[config.mk]
export PLATFORM = sky130hd
export DESIGN_NAME = coherent_iq_demod_flat
export DESIGN_NICKNAME = d
export VERILOG_FILES = /design/src/rtl/coherent_iq_demod_if.sv /design/src/rtl/coherent_iq_demod.sv /design/src/flat_wrapper.sv
export SDC_FILE = /design/constraint.sdc
export NUM_CORES = 1
export LEC_CHECK = 0
export CAP_MARGIN = 0
export CORE_AREA = 8 8 172 174
export DETAILED_ROUTE_END_ITERATION = 16
export DIE_AREA = 0 0 180 182
export PLACE_DENSITY = 0.82
export RECOVER_POWER = 100
export SYNTH_ARGS = -nofsm -noshare
export SYNTH_HDL_FRONTEND = slang
export SYNTH_SLANG_ARGS = --single-unit
[constraint.sdc]
create_clock -name clk -period 13.2 [get_ports clk]
set_input_delay 1.98 -clock clk [delete_from_list [all_inputs] [get_ports clk]]
set_output_delay 1.98 -clock clk [all_outputs]
set_load 0.02 [all_outputs]
[src/rtl/coherent_iq_demod_if.sv]
// Sample/result bus of the coherent I/Q demodulator.
// master drives samples and carrier refs and reads back symbol results; slave is the demodulator side.
interface coherent_iq_demod_if #(
    parameter int DATA_W = 10,
    parameter int ACC_W  = 28
);
    logic signed [DATA_W-1:0] sample_in;
    logic signed [DATA_W-1:0] sin_ref;
    logic signed [DATA_W-1:0] cos_ref;
    logic                     sample_vld;
    logic                     sym_sync;
    logic signed [ACC_W-1:0]  i_sum;
    logic signed [ACC_W-1:0]  q_sum;
    logic                     bit_i;
    logic                     bit_q;
    logic                     sym_vld;

    modport master (
        output sample_in, sin_ref, cos_ref, sample_vld, sym_sync,
        input  i_sum, q_sum, bit_i, bit_q, sym_vld
    );

    modport slave (
        input  sample_in, sin_ref, cos_ref, sample_vld, sym_sync,
        output i_sum, q_sum, bit_i, bit_q, sym_vld
    );
endinterface

[src/rtl/coherent_iq_demod.sv]
// Coherent I/Q demodulator: mix with local sin/cos, integrate one symbol, dump and hard-decide.
// Ports: clk, rst (async, active high), bus (slave: samples/refs/valid/sync in, sums/bits/sym_vld out).
module coherent_iq_demod #(
    parameter int DATA_W     = 10,
    parameter int SYMBOL_LEN = 200,
    parameter int CNT_W      = 8,
    parameter int ACC_W      = 28
) (
    input  logic                clk,
    input  logic                rst,
    coherent_iq_demod_if.slave  bus
);
    localparam int PW = 2 * DATA_W;
    localparam logic [CNT_W-1:0] LAST_CNT = CNT_W'(SYMBOL_LEN - 1);

    // FLUSH lasts exactly the edge at which sym_sync is sampled, so the
    // mode is decoded straight from sym_sync; ACCUM resumes on the next edge.
    typedef enum logic {ACCUM, FLUSH} mode_e;
    mode_e mode;

    logic [CNT_W-1:0]     cnt_q, cnt_d;
    logic signed [PW-1:0] prod_i_q, prod_i_d;
    logic signed [PW-1:0] prod_q_q, prod_q_d;
    logic                 s1_vld_q, s1_vld_d;
    logic                 s1_last_q, s1_last_d;

    logic signed [ACC_W-1:0] acc_i_q, acc_i_d;
    logic signed [ACC_W-1:0] acc_q_q, acc_q_d;
    logic signed [ACC_W-1:0] i_sum_q, i_sum_d;
    logic signed [ACC_W-1:0] q_sum_q, q_sum_d;
    logic                    bit_i_q, bit_i_d;
    logic                    bit_q_q, bit_q_d;
    logic                    sym_vld_q, sym_vld_d;

    logic signed [ACC_W-1:0] ext_i, ext_q;
    logic signed [ACC_W-1:0] sum_i, sum_q;

    always_comb begin
        mode = bus.sym_sync ? FLUSH : ACCUM;
    end

    // Stage 1: multiply and tag the last sample of the symbol.
    always_comb begin
        cnt_d     = cnt_q;
        prod_i_d  = prod_i_q;
        prod_q_d  = prod_q_q;
        s1_vld_d  = 1'b0;
        s1_last_d = 1'b0;
        if (mode == FLUSH) begin
            cnt_d = '0;
        end
        if (bus.sample_vld) begin
            s1_vld_d = 1'b1;
            prod_i_d = PW'(bus.sample_in) * PW'(bus.cos_ref);
            prod_q_d = PW'(bus.sample_in) * PW'(bus.sin_ref);
            if (mode == FLUSH) begin
                // Sample arriving with the resync is sample 1 of the new symbol.
                cnt_d = CNT_W'(1);
            end else if (cnt_q == LAST_CNT) begin
                cnt_d     = '0;
                s1_last_d = 1'b1;
            end else begin
                cnt_d = cnt_q + 1'b1;
            end
        end
    end

    // Stage 2: integrate and dump.
    always_comb begin
        ext_i = {{(ACC_W - PW){prod_i_q[PW-1]}}, prod_i_q};
        ext_q = {{(ACC_W - PW){prod_q_q[PW-1]}}, prod_q_q};
        sum_i = acc_i_q + ext_i;
        sum_q = acc_q_q + ext_q;

        acc_i_d   = acc_i_q;
        acc_q_d   = acc_q_q;
        i_sum_d   = i_sum_q;
        q_sum_d   = q_sum_q;
        bit_i_d   = bit_i_q;
        bit_q_d   = bit_q_q;
        sym_vld_d = 1'b0;

        if (mode == FLUSH) begin
            // Drops the stage-1 product and any dump due at this edge.
            acc_i_d = '0;
            acc_q_d = '0;
        end else if (s1_vld_q) begin
            if (s1_last_q) begin
                i_sum_d   = sum_i;
                q_sum_d   = sum_q;
                bit_i_d   = sum_i[ACC_W-1];
                bit_q_d   = sum_q[ACC_W-1];
                sym_vld_d = 1'b1;
                acc_i_d   = '0;
                acc_q_d   = '0;
            end else begin
                acc_i_d = sum_i;
                acc_q_d = sum_q;
            end
        end
    end

    always_ff @(posedge clk or posedge rst) begin
        if (rst) begin
            cnt_q     <= '0;
            prod_i_q  <= '0;
            prod_q_q  <= '0;
            s1_vld_q  <= 1'b0;
            s1_last_q <= 1'b0;
            acc_i_q   <= '0;
            acc_q_q   <= '0;
            i_sum_q   <= '0;
            q_sum_q   <= '0;
            bit_i_q   <= 1'b0;
            bit_q_q   <= 1'b0;
            sym_vld_q <= 1'b0;
        end else begin
            cnt_q     <= cnt_d;
            prod_i_q  <= prod_i_d;
            prod_q_q  <= prod_q_d;
            s1_vld_q  <= s1_vld_d;
            s1_last_q <= s1_last_d;
            acc_i_q   <= acc_i_d;
            acc_q_q   <= acc_q_d;
            i_sum_q   <= i_sum_d;
            q_sum_q   <= q_sum_d;
            bit_i_q   <= bit_i_d;
            bit_q_q   <= bit_q_d;
            sym_vld_q <= sym_vld_d;
        end
    end

    assign bus.i_sum   = i_sum_q;
    assign bus.q_sum   = q_sum_q;
    assign bus.bit_i   = bit_i_q;
    assign bus.bit_q   = bit_q_q;
    assign bus.sym_vld = sym_vld_q;
endmodule
[src/flat_wrapper.sv]
// flat-port wrapper written by rule: the top's interface ports become plain ports
module coherent_iq_demod_flat 
#(
    parameter int DATA_W     = 10,
    parameter int SYMBOL_LEN = 200,
    parameter int CNT_W      = 8,
    parameter int ACC_W      = 28
)
  (clk, rst, bus_sample_in, bus_sin_ref, bus_cos_ref, bus_sample_vld, bus_sym_sync, bus_i_sum, bus_q_sum, bus_bit_i, bus_bit_q, bus_sym_vld);
  coherent_iq_demod_if #(.DATA_W(DATA_W), .ACC_W(ACC_W)) bus_i ();
  input  logic clk;
  input  logic rst;
  input wire logic [$bits(bus_i.sample_in)-1:0] bus_sample_in;
  input wire logic [$bits(bus_i.sin_ref)-1:0] bus_sin_ref;
  input wire logic [$bits(bus_i.cos_ref)-1:0] bus_cos_ref;
  input wire logic [$bits(bus_i.sample_vld)-1:0] bus_sample_vld;
  input wire logic [$bits(bus_i.sym_sync)-1:0] bus_sym_sync;
  output wire logic [$bits(bus_i.i_sum)-1:0] bus_i_sum;
  output wire logic [$bits(bus_i.q_sum)-1:0] bus_q_sum;
  output wire logic [$bits(bus_i.bit_i)-1:0] bus_bit_i;
  output wire logic [$bits(bus_i.bit_q)-1:0] bus_bit_q;
  output wire logic [$bits(bus_i.sym_vld)-1:0] bus_sym_vld;
  assign bus_i.sample_in = bus_sample_in;
  assign bus_i.sin_ref = bus_sin_ref;
  assign bus_i.cos_ref = bus_cos_ref;
  assign bus_i.sample_vld = bus_sample_vld;
  assign bus_i.sym_sync = bus_sym_sync;
  assign bus_i_sum = bus_i.i_sum;
  assign bus_q_sum = bus_i.q_sum;
  assign bus_bit_i = bus_i.bit_i;
  assign bus_bit_q = bus_i.bit_q;
  assign bus_sym_vld = bus_i.sym_vld;
  coherent_iq_demod #(.DATA_W(DATA_W), .SYMBOL_LEN(SYMBOL_LEN), .CNT_W(CNT_W), .ACC_W(ACC_W)) u_core (.clk(clk), .rst(rst), .bus(bus_i));
endmodule
# [Yosys cells after proc, flatten, opt, wreduce, memory -nomap -nowiden]
# Index checks and enable logic that the tools add are counted.
[totals] ramBits=0 memories=0 romBits=0 wordCells=40 in_bits=34 latch_bits=0 reg_bits=165
[classes] reduce_logical=3 mux=18 multipliers=2 addsub=3 n_lt_le_gt_ge=0 bitwise_logic=1 shift=0 eq_ne=1 n_div=0
[op_table] op="$mux W28" n=6
[op_table] op="$add A28 B20 Y28" n=2
[op_table] op="$mul A10 B10 Y20" n=2
[op_table] op="$mux W8" n=4
[op_table] op="$add A8 B1 Y8 const B" n=1
[op_table] op="$eq A8 B8 Y1 const B" n=1
[op_table] op="$mux W1" n=8
[op_table] op="$reduce_bool A2 Y1" n=2
[op_table] op="$reduce_and A3 Y1" n=1
[op_table] op="$not A1 Y1" n=1

# [Longest topological paths before layout]
[logic_depth] word_depth=4 depth_mapped=23

# [Worst setup path before layout]
# Ideal clock, no wire load.
[synth_path] path_type="input to register" from="in bus_sample_in[7]" to="reg u_core.prod_q_q[19]" arrival_ps=6609 path_stages=21 setup_time_ps=125 path_slack_ps=6466 path_cell_list="clkbuf_1 nand2_1 fa_1 inv_1 fa_1 inv_1 fa_1 inv_1 fa_1 inv_1 fa_1 inv_1 ha_1 nor3_1 nor2_1 and4_1 o21ai_0 nand2_1 a31oi_1 xnor2_1 mux2_2"
[synth_via] elab_chain_cells=1
[synth_rtl] item="from (decl)" line="flat_wrapper.sv:13" rtl="input wire logic [$bits(bus_i.sample_in)-1:0] bus_sample_in;"
[synth_rtl] item="$mul A10 B10 Y20" line="coherent_iq_demod.sv:55" rtl="prod_q_d = PW'(bus.sample_in) * PW'(bus.sin_ref);"
[synth_rtl] item="to (signal assigned)" line="coherent_iq_demod.sv:120" rtl="prod_q_q <= prod_q_d;"
[synth_rtl] item="to (decl)" line="coherent_iq_demod.sv:23" rtl="logic signed [PW-1:0] prod_q_q, prod_q_d;"
# No other way between the ends.
# A chain may end at the register's enable or synchronous reset.

==> reports/metrics.yaml <==
drt:
  wl_per_cell_microns: 16.2
  drc: 0
  postRouteAntennaNets: 0
  vias: 12519
  routed_wl_microns: 35100
  drtIter0Drc: 857
  drtPass1Iterations: 7
  vias_per_cell: 5.78
power:
  swShare: 0.468
  power_frac_seq: 0.172
  p_sw_mw: 2.02
  vdd_drop_max_mv: 0.189
  p_per_area_nw_per_um2: 237
  internal_power_mw: 2.30
  combPwrFrac: 0.715
  pwr-share-clk: 0.113
  static-leakage-power_nw: 9.51
layout:
  final_util: 0.684
  area_growth_pct: 10.3
  drive_gt1_frac: 0.0554
  nets: 2181
  fin_area_sq_um: 18200
clocking:
  post-cts-setup-buffers: 0
  post_cts_resize_count: 0
  h-tree-depth: 4
  cts.sinks: 163
  clk_latency_ps: 420
  cts_hold_repair.buffers: 0
  cts_tree: "built"
  cts_max_path_buffers: 2
  clkTransAtPathRegs_ps: 60
  clock-root-buffer: "clkbuf_16"
  cts-buffers-inserted: 17
timing:
  max_slew_margin: -1.80
  rsz0062_at_grt: "no"
  setup_violations: 0
  min_period_ps: 8120
  hold_viol: 0
  slew_violations: 347
  skew_ps: 13.2
  tns_ps: 0
  fmax_mhz: 123
  min_period_over_period: 0.615
  tightest_slew_ps: 4200
  fin_ws_ps: 5080
  holdWs_ps: 468
place:
  placed_area_sq_um: 17700
  place_ws_ps: 5320
  portBuffers: 92
  post-dp-hpwl_microns: 27300
  gp_congestion: 0.911
synth:
  ys_warn_count: 0
  synth_cell_type_count: 57
  ys.flop_type: "dfrtp_1"
  synthCells: 1760
  async_flop_share: 1.00
  avgSynthCellArea_sq_um: 9.40
  synthTopCellsByArea: "dfrtp_1 25%, fa_1 22%, ha_1 12%"
  synth-seq-area-share: 0.247
  synth_edf_count: 0
  synth.net_count: 2131
  syn-cell-area_sq_um: 16500
  synth_commonest_cells: "267 x inv_1, 234 x nand2_1, 184 x fa_1"
  yosysMostFrequentCell: "inv_1"
  ys_ff_latch: 163
  synth_top_area_frac: 0.247
  yosys.area.top_type: "dfrtp_1"
floorplan:
  ioPinCount: 93
  dieArea_sq_um: 32800
  core_sq_um: 26700
  core.rowCount: 60
  dieHeight_microns: 182
  dieWidth_microns: 180
  initial_utilization: 0.620
critical_path:
  r2r_end: "u_core.bus.i_sum[10]$_DFFE_PP0P_"
  start_kind: "input port"
  worstPathMaxFanout: 82
  reg2reg_from: "u_core.s1_vld_q$_DFF_PP0_"
  reg2reg_slack_ps: 9370
  required_ps: 12740
  reg2reg_depth: 5
  crit_type: "input port to async pin"
  end_kind: "async pin"
  crit_arrival_ps: 7660
min_path:
  whs_endpoint: "u_core.bus.i_sum[1]$_DFFE_PP0P_"
  holdPathStages: 2
  min_from: "u_core.bus.i_sum[1]$_DFFE_PP0P_"
  hp-class: "flip-flop to flip-flop"
status:
  status: "finished with violations"
  violations: "max-capacitance violations, max-slew violations"
global_routing:
  antenna_found_initial: 1
  grt_pass1_vias: 12919
  grt-ovfl-total: 0
  grt_pass1_wl_microns: 60700
  grt_usage: 0.220
  grt_max_degree: 83
job:
  drv_cap: 6
critical path, cell delays in order:
cell and delay (ps):
dlygate4sd3_1 550, clkinvlp_2 2000, clkbuf_1 3090
layer usage:
layer	vias up	global-route usage	part of all wire
met2	404	0.377	0.49
met3	52	0.0325	0.065
li1	5825	-	-
met5	-	0	0
met1	6238	0.289	0.43
met4	0	0.0567	0.015
power groups by stage:
| stage | registers [mW] | clock network (mW) | logic, mW |
|---|---|---|---|
| after floorplan | 0.705 | 0 | 2.45 |
| after global placement | 0.740 | 0 | 2.94 |
| after detailed placement | 0.745 | 0 | 3.05 |
| after CTS | 0.738 | 0.496 | 3.09 |
| after global routing | 0.756 | 0.518 | 3.50 |
| final | 0.744 | 0.489 | 3.09 |
cells by family after synthesis:
family,count (synthesis),share of synthesized area
AND/OR/NAND/NOR,464,0.129
adder cells (fa/ha/maj),337,0.339
buffers and inverters,336,0.0767
AO/OA/AOI/OAI,308,0.120
flip-flops,163,0.247
XOR/XNOR,97,0.0514
multiplexers,55,0.0375
layout by cell type (no fill, tap or decap), types with 7 or more instances in the layout:
master,count
a211oi_1,15
a21o_1,34
a21oi_1,67
a22o_1,40
a31oi_1,10
and2_1,68
and3_1,10
clkbuf_16,17
clkdlybuf4s50_1,26
dfrtp_1,163
dlygate4sd3_1,65
fa_1,184
ha_1,153
inv_1,266
mux2_2,55
nand2_1,234
nand2b_1,13
nand3_1,21
nand4_1,7
nor2_1,64
nor2b_1,9
nor3_1,17
o21a_1,7
o21ai_0,90
o21bai_1,15
xnor2_1,62
xor2_1,35
metrics by stage:
stage / power, mW / cells
final: 4.32 / 2165
after CTS: 4.32 / 2164
after global placement: 3.68 / 2132
after global routing: 4.77 / 2165
after detailed placement: 3.80 / 2132
after floorplan: 3.16 / 1760
cell type report:
type / instances / area [sq um]
Antenna cell: 1 / 2.50
Clock buffer: 20 / 467
Clock inverter: 12 / 118
Fill cell: 2024 / 8410
Inverter: 269 / 1010
Multi-Input combinational cell: 1261 / 11200
Sequential cell: 163 / 4080
Tap cell: 341 / 427
Timing Repair Buffer: 98 / 945
registers in the layout, indices dropped and copies added, names as in the netlist:
| register | count |
|---|---|
| u_core.prod_q_q | 20 |
| u_core.acc_i_q | 28 |
| u_core.cnt_q | 8 |
| u_core.bus.q_sum | 28 |
| u_core.bus.sym_vld | 1 |
| u_core.acc_q_q | 28 |
| u_core.s1_vld_q | 1 |
| u_core.bus.i_sum | 28 |
| u_core.prod_i_q | 20 |
| u_core.s1_last_q | 1 |
worst max-delay path by stage:
| stage | startpoint | to | slack (ps) | cells past startpoint |
|---|---|---|---|---|
| after floorplan | bus_sample_in[7] | u_core.prod_q_q[19]$_DFFE_PP0P_ | 6470 | 21 |
| after global placement | bus_sample_in[7] | u_core.prod_q_q[18]$_DFFE_PP0P_ | 5550 | 22 |
| after detailed placement | bus_sample_in[7] | u_core.prod_q_q[19]$_DFFE_PP0P_ | 5320 | 21 |
| after CTS | bus_sample_in[7] | u_core.prod_q_q[19]$_DFFE_PP0P_ | 5770 | 21 |
| after global routing | rst | u_core.acc_q_q[6]$_DFFE_PP0P_ | 3510 | 3 |
| final | rst | u_core.acc_q_q[8]$_DFFE_PP0P_ | 5080 | 3 |
(Power assumes the default switching activity.)
